==> config.mk <==
export PLATFORM = sky130hd
export DESIGN_NAME = binary2onehot_skid_flat
export DESIGN_NICKNAME = d
export VERILOG_FILES = /design/src/rtl/binary2onehot_skid_if.sv /design/src/rtl/binary2onehot_skid.sv /design/src/flat_wrapper.sv
export SDC_FILE = /design/constraint.sdc
export NUM_CORES = 1
export LEC_CHECK = 0
export ABC_AREA = 1
export ABC_CLOCK_PERIOD_IN_PS = 1200
export BUFFER_PORTS_ARGS = -buffer_cell sky130_fd_sc_hd__clkbuf_2
export CAP_MARGIN = 20
export CORE_AREA = 5 5 42 44
export CTS_CLUSTER_DIAMETER = 120
export DETAILED_ROUTE_END_ITERATION = 8
export DIE_AREA = 0 0 47 49
export PLACE_DENSITY = 0.7
export SLEW_MARGIN = 20
export SYNTH_ARGS = -nofsm -noshare
export SYNTH_HDL_FRONTEND = slang
export SYNTH_SLANG_ARGS = --single-unit
==> constraint.sdc <==
create_clock -name clk -period 1.2 [get_ports clk]
set_input_delay 0.12 -clock clk [delete_from_list [all_inputs] [get_ports clk]]
set_output_delay 0.12 -clock clk [all_outputs]
set_load 0.05 [all_outputs]
==> src/rtl/binary2onehot_skid_if.sv <==
// Handshake bundle for binary2onehot_skid: binary index in, one-hot select out.
// The master side is the producer/consumer pair around the block; the slave side is the block.
interface binary2onehot_skid_if #(
  parameter int WIDTH = 4
);
  localparam int BIN_WIDTH = $clog2(WIDTH);

  logic                 in_valid;
  logic                 in_ready;
  logic [BIN_WIDTH-1:0] in_binary;
  logic                 out_valid;
  logic                 out_ready;
  logic [WIDTH-1:0]     out_one_hot;
  logic                 out_range_err;
  logic [7:0]           err_count;

  modport master (
    output in_valid,
    output in_binary,
    output out_ready,
    input  in_ready,
    input  out_valid,
    input  out_one_hot,
    input  out_range_err,
    input  err_count
  );

  modport slave (
    input  in_valid,
    input  in_binary,
    input  out_ready,
    output in_ready,
    output out_valid,
    output out_one_hot,
    output out_range_err,
    output err_count
  );
endinterface

==> src/rtl/binary2onehot_skid.sv <==
// Registered binary-to-one-hot port-select decoder with a two-entry skid buffer.
// in_ready comes straight from the skid flop, so there is no combinational out_ready -> in_ready path.
module binary2onehot_skid #(
  parameter int WIDTH = 4
) (
  input  logic                 clk,
  input  logic                 reset,
  binary2onehot_skid_if.slave  bus
);
  localparam int                   BIN_WIDTH = $clog2(WIDTH);
  localparam logic [BIN_WIDTH:0]   WIDTH_EXT = (BIN_WIDTH + 1)'(WIDTH);

  logic [WIDTH-1:0] dec_one_hot;
  logic             dec_err;

  logic             main_valid;
  logic [WIDTH-1:0] main_one_hot;
  logic             main_err;
  logic             skid_valid;
  logic [WIDTH-1:0] skid_one_hot;
  logic             skid_err;
  logic [7:0]       err_count;

  logic             accept;
  logic             emit;

  // Out-of-range indices decode to all zeros; the extra bit keeps the compare legal for any WIDTH.
  always_comb begin
    dec_one_hot = '0;
    for (int i = 0; i < WIDTH; i++) begin
      dec_one_hot[i] = (bus.in_binary == BIN_WIDTH'(i));
    end
    dec_err = ({1'b0, bus.in_binary} >= WIDTH_EXT);
  end

  assign accept = bus.in_valid && !skid_valid;
  assign emit   = main_valid && bus.out_ready;

  always_ff @(posedge clk or posedge reset) begin
    if (reset) begin
      main_valid   <= 1'b0;
      main_one_hot <= '0;
      main_err     <= 1'b0;
      skid_valid   <= 1'b0;
      skid_one_hot <= '0;
      skid_err     <= 1'b0;
      err_count    <= 8'd0;
    end else begin
      if (accept && (!main_valid || emit)) begin
        main_valid   <= 1'b1;
        main_one_hot <= dec_one_hot;
        main_err     <= dec_err;
      end else if (accept) begin
        skid_valid   <= 1'b1;
        skid_one_hot <= dec_one_hot;
        skid_err     <= dec_err;
      end else if (emit && skid_valid) begin
        main_one_hot <= skid_one_hot;
        main_err     <= skid_err;
        skid_valid   <= 1'b0;
      end else if (emit) begin
        main_valid   <= 1'b0;
      end

      if (accept && dec_err && (err_count != 8'hFF)) begin
        err_count <= err_count + 8'd1;
      end
    end
  end

  assign bus.in_ready      = !skid_valid;
  assign bus.out_valid     = main_valid;
  assign bus.out_one_hot   = main_one_hot;
  assign bus.out_range_err = main_err;
  assign bus.err_count     = err_count;
endmodule
==> src/flat_wrapper.sv <==
// flat-port wrapper written by rule: the top's interface ports become plain ports
module binary2onehot_skid_flat 
#(
  parameter int WIDTH = 4
)
  (clk, reset, bus_in_valid, bus_in_binary, bus_out_ready, bus_in_ready, bus_out_valid, bus_out_one_hot, bus_out_range_err, bus_err_count);
  binary2onehot_skid_if #(.WIDTH(WIDTH)) bus_i ();
  input  logic clk;
  input  logic reset;
  input wire logic [$bits(bus_i.in_valid)-1:0] bus_in_valid;
  input wire logic [$bits(bus_i.in_binary)-1:0] bus_in_binary;
  input wire logic [$bits(bus_i.out_ready)-1:0] bus_out_ready;
  output wire logic [$bits(bus_i.in_ready)-1:0] bus_in_ready;
  output wire logic [$bits(bus_i.out_valid)-1:0] bus_out_valid;
  output wire logic [$bits(bus_i.out_one_hot)-1:0] bus_out_one_hot;
  output wire logic [$bits(bus_i.out_range_err)-1:0] bus_out_range_err;
  output wire logic [$bits(bus_i.err_count)-1:0] bus_err_count;
  assign bus_i.in_valid = bus_in_valid;
  assign bus_i.in_binary = bus_in_binary;
  assign bus_i.out_ready = bus_out_ready;
  assign bus_in_ready = bus_i.in_ready;
  assign bus_out_valid = bus_i.out_valid;
  assign bus_out_one_hot = bus_i.out_one_hot;
  assign bus_out_range_err = bus_i.out_range_err;
  assign bus_err_count = bus_i.err_count;
  binary2onehot_skid #(.WIDTH(WIDTH)) u_core (.clk(clk), .reset(reset), .bus(bus_i));
endmodule
==> results_dict.tcl <==
set metrics [dict create \
    slew_viol_final 0 \
    yosys-mux-area-fraction_pct 0 \
    cts_buffers 3 \
    yosysTopAreaCell "dfrtp_1" \
    antenna_found_initial 0 \
    syn_area_um2 562 \
    yosysTopAreaCellShare_pct 44.5 \
    total_power_mw 1.82 \
    synth.distinct_cells 16 \
    grt_pass1_wl_um 1770 \
    grt-ovfl-total 0 \
    synth_top_family_by_area "simple AND/OR/NAND/NOR gates" \
    clk_pin_slew_worst_paths_ns 0.07 \
    gp_congestion 0.773 \
    drv_cap 0 \
    synthToLayoutAreaGrowth_pct 15.6 \
    ir_worst_vdd_mv 1.00 \
    die_y_um 49 \
    hold_class "input port to register" \
    path_class "register to output port" \
    clockBufferDepth 2 \
    tritoncts "done" \
    synth.area.top_cells "dfrtp_1, buf_4, nand2_1" \
    nets 92 \
    final_cell_area_um2 649 \
    drive_gt1_share_pct 29.4 \
    critPathCaptureType "output port" \
    tns_ns 0 \
    placed_area_um2 601 \
    rows 14 \
    crit_fanout 4 \
    cts_sinks 10 \
    detailedRoute.firstIterationViolations 13 \
    synth-xor-area-share_pct 0 \
    die_area_um2 2300 \
    crit_arrival_ns 1.02 \
    grt_start_max_net_pins 11 \
    mostFrequentLayoutCells "nand2_1, nand3_1, clkbuf_2" \
    cts_root_buf "clkbuf_4" \
    coreArea_um2 1400 \
    vias 439 \
    routedWlPerCell_um 10.2 \
    fin_util_pct 46.3 \
    final_common_cell "nand2_1" \
    port_buffers 11 \
    diodes 0 \
    critPathLaunchType "register" \
    cts_setup_buffers 0 \
    rsz0062_at_grt "false" \
    yosysWarnings 0 \
    htreeDepth 1 \
    synth_compound_area_share_pct 3.79 \
    power_density_nw_per_um2 2810 \
    synthCells 70 \
    ios 21 \
    seq_area_frac_synth_pct 44.5 \
    die_width_um 47 \
    hold_viol 0 \
    syn_avg_cell_area_um2 8.03 \
    grt_usage_pct 10.6 \
    wirelength_um 1030 \
    viasPerCell 4.35 \
    period_needed_ns 1.14 \
    fin_crit_sh_pct 94.6 \
    yosys.area_share.simple_pct 33.0 \
    synth_adder_area_share_pct 0 \
    leakagePower_nw 0.364 \
    drcViolationCount 0 \
    setup_viol 0 \
    drtAntennaViolNets 0 \
    grt_pass1_vias 418 \
    initial_core_util_pct 40.1 \
    status "finished clean" \
    ys_seq_elements 10 \
    clock_latency_ns 0.27 \
    crit_required_ns 1.08 \
    drtPass1Iterations 2 \
    fin_skew_ns 0.00147 \
    clock.fmax_mhz 881 \
]
## flip-flops by register name, indices dropped and copies added, names as in the netlist
name	count
u_core.bus.out_one_hot	4
u_core.bus.out_valid	1
u_core.skid_one_hot	4
u_core.skid_valid	1
## per-stage QoR
stage,setup slack (ns),std cells,hold WS (ns)
floorplan,0.114,78,-0.0399
detailed placement,0.184,96,0.0955
CTS,0.0255,101,0.131
global placement,0.209,96,0.0915
global route,0.0181,101,0.155
finish,0.0643,101,0.132
## worst paths after layout
path | startpoint | to | slack (ns) | depth (start not counted)
worst max-delay path | u_core.skid_valid | bus_in_ready | 0.06 | 2
worst min-delay path | bus_in_valid | u_core.bus.out_valid | 0.13 | 3
worst min register to register | u_core.skid_one_hot[0] | u_core.skid_one_hot[0] | 0.48 | 2
max in group asynchronous | reset | u_core.bus.out_valid | 0.55 | 3
min in group asynchronous | reset | u_core.bus.out_one_hot[1] | 0.35 | 3
worst max register to register | u_core.skid_valid | u_core.bus.out_one_hot[3] | 0.17 | 4
## synthesized netlist by cell type, drive strengths merged
cell and number:
buf 9, dfrtp 10, nor2 6, nand2 20, clkinv 1, inv 8, conb 1, o211ai 1
o21ai 2, nand3 12
## final cells by class
class,instances,area [um^2]
Fill cell,140,752
Multi-Input combinational cell,50,240
Clock buffer,4,36.3
Sequential cell,10,251
Tap cell,16,20.0
Timing Repair Buffer,12,67.6
Inverter,9,33.8
## where the power goes
group	internal (mW)	switching (mW)	leakage, nW
clock network	0.184	0.127	0.0210
logic	0.213	0.671	0.217
registers	0.507	0.121	0.127
total	0.904	0.919	0.364
## worst max-delay path, stage by stage, from the launching register on
cell     delay [ns]
dfrtp_1        0.44
inv_2          0.11
buf_4          0.20
## kinds of logic (layout without fill, tap and decap cells)
family          count (synthesis)  after routing
other cells                     1              9
simple gates                   38             38
buf+inv                        18             25
flops                          10             10
compound gates                  3              3
## layer usage
metal | vias to the layer above | wire, um | global-route usage (%)
li1 | 231 | - | -
met1 | 193 | 479 | 15.0
met2 | 12 | 463 | 14.0
met3 | 3 | 67 | 3.32
met4 | 0 | 21 | 5.53
met5 | - | 0 | 0
## timing repair
| item | 4_1_cts | 5_1_grt |
|---|---|---|
| resized for setup | 1 | 1 |
| endpoints found under the hold margin | 10 | 0 |
| setup endpoints to repair | 1 | 1 |
| hold buffers | 1 | 0 |
No activity file was read; power rests on OpenSTA's default activity.
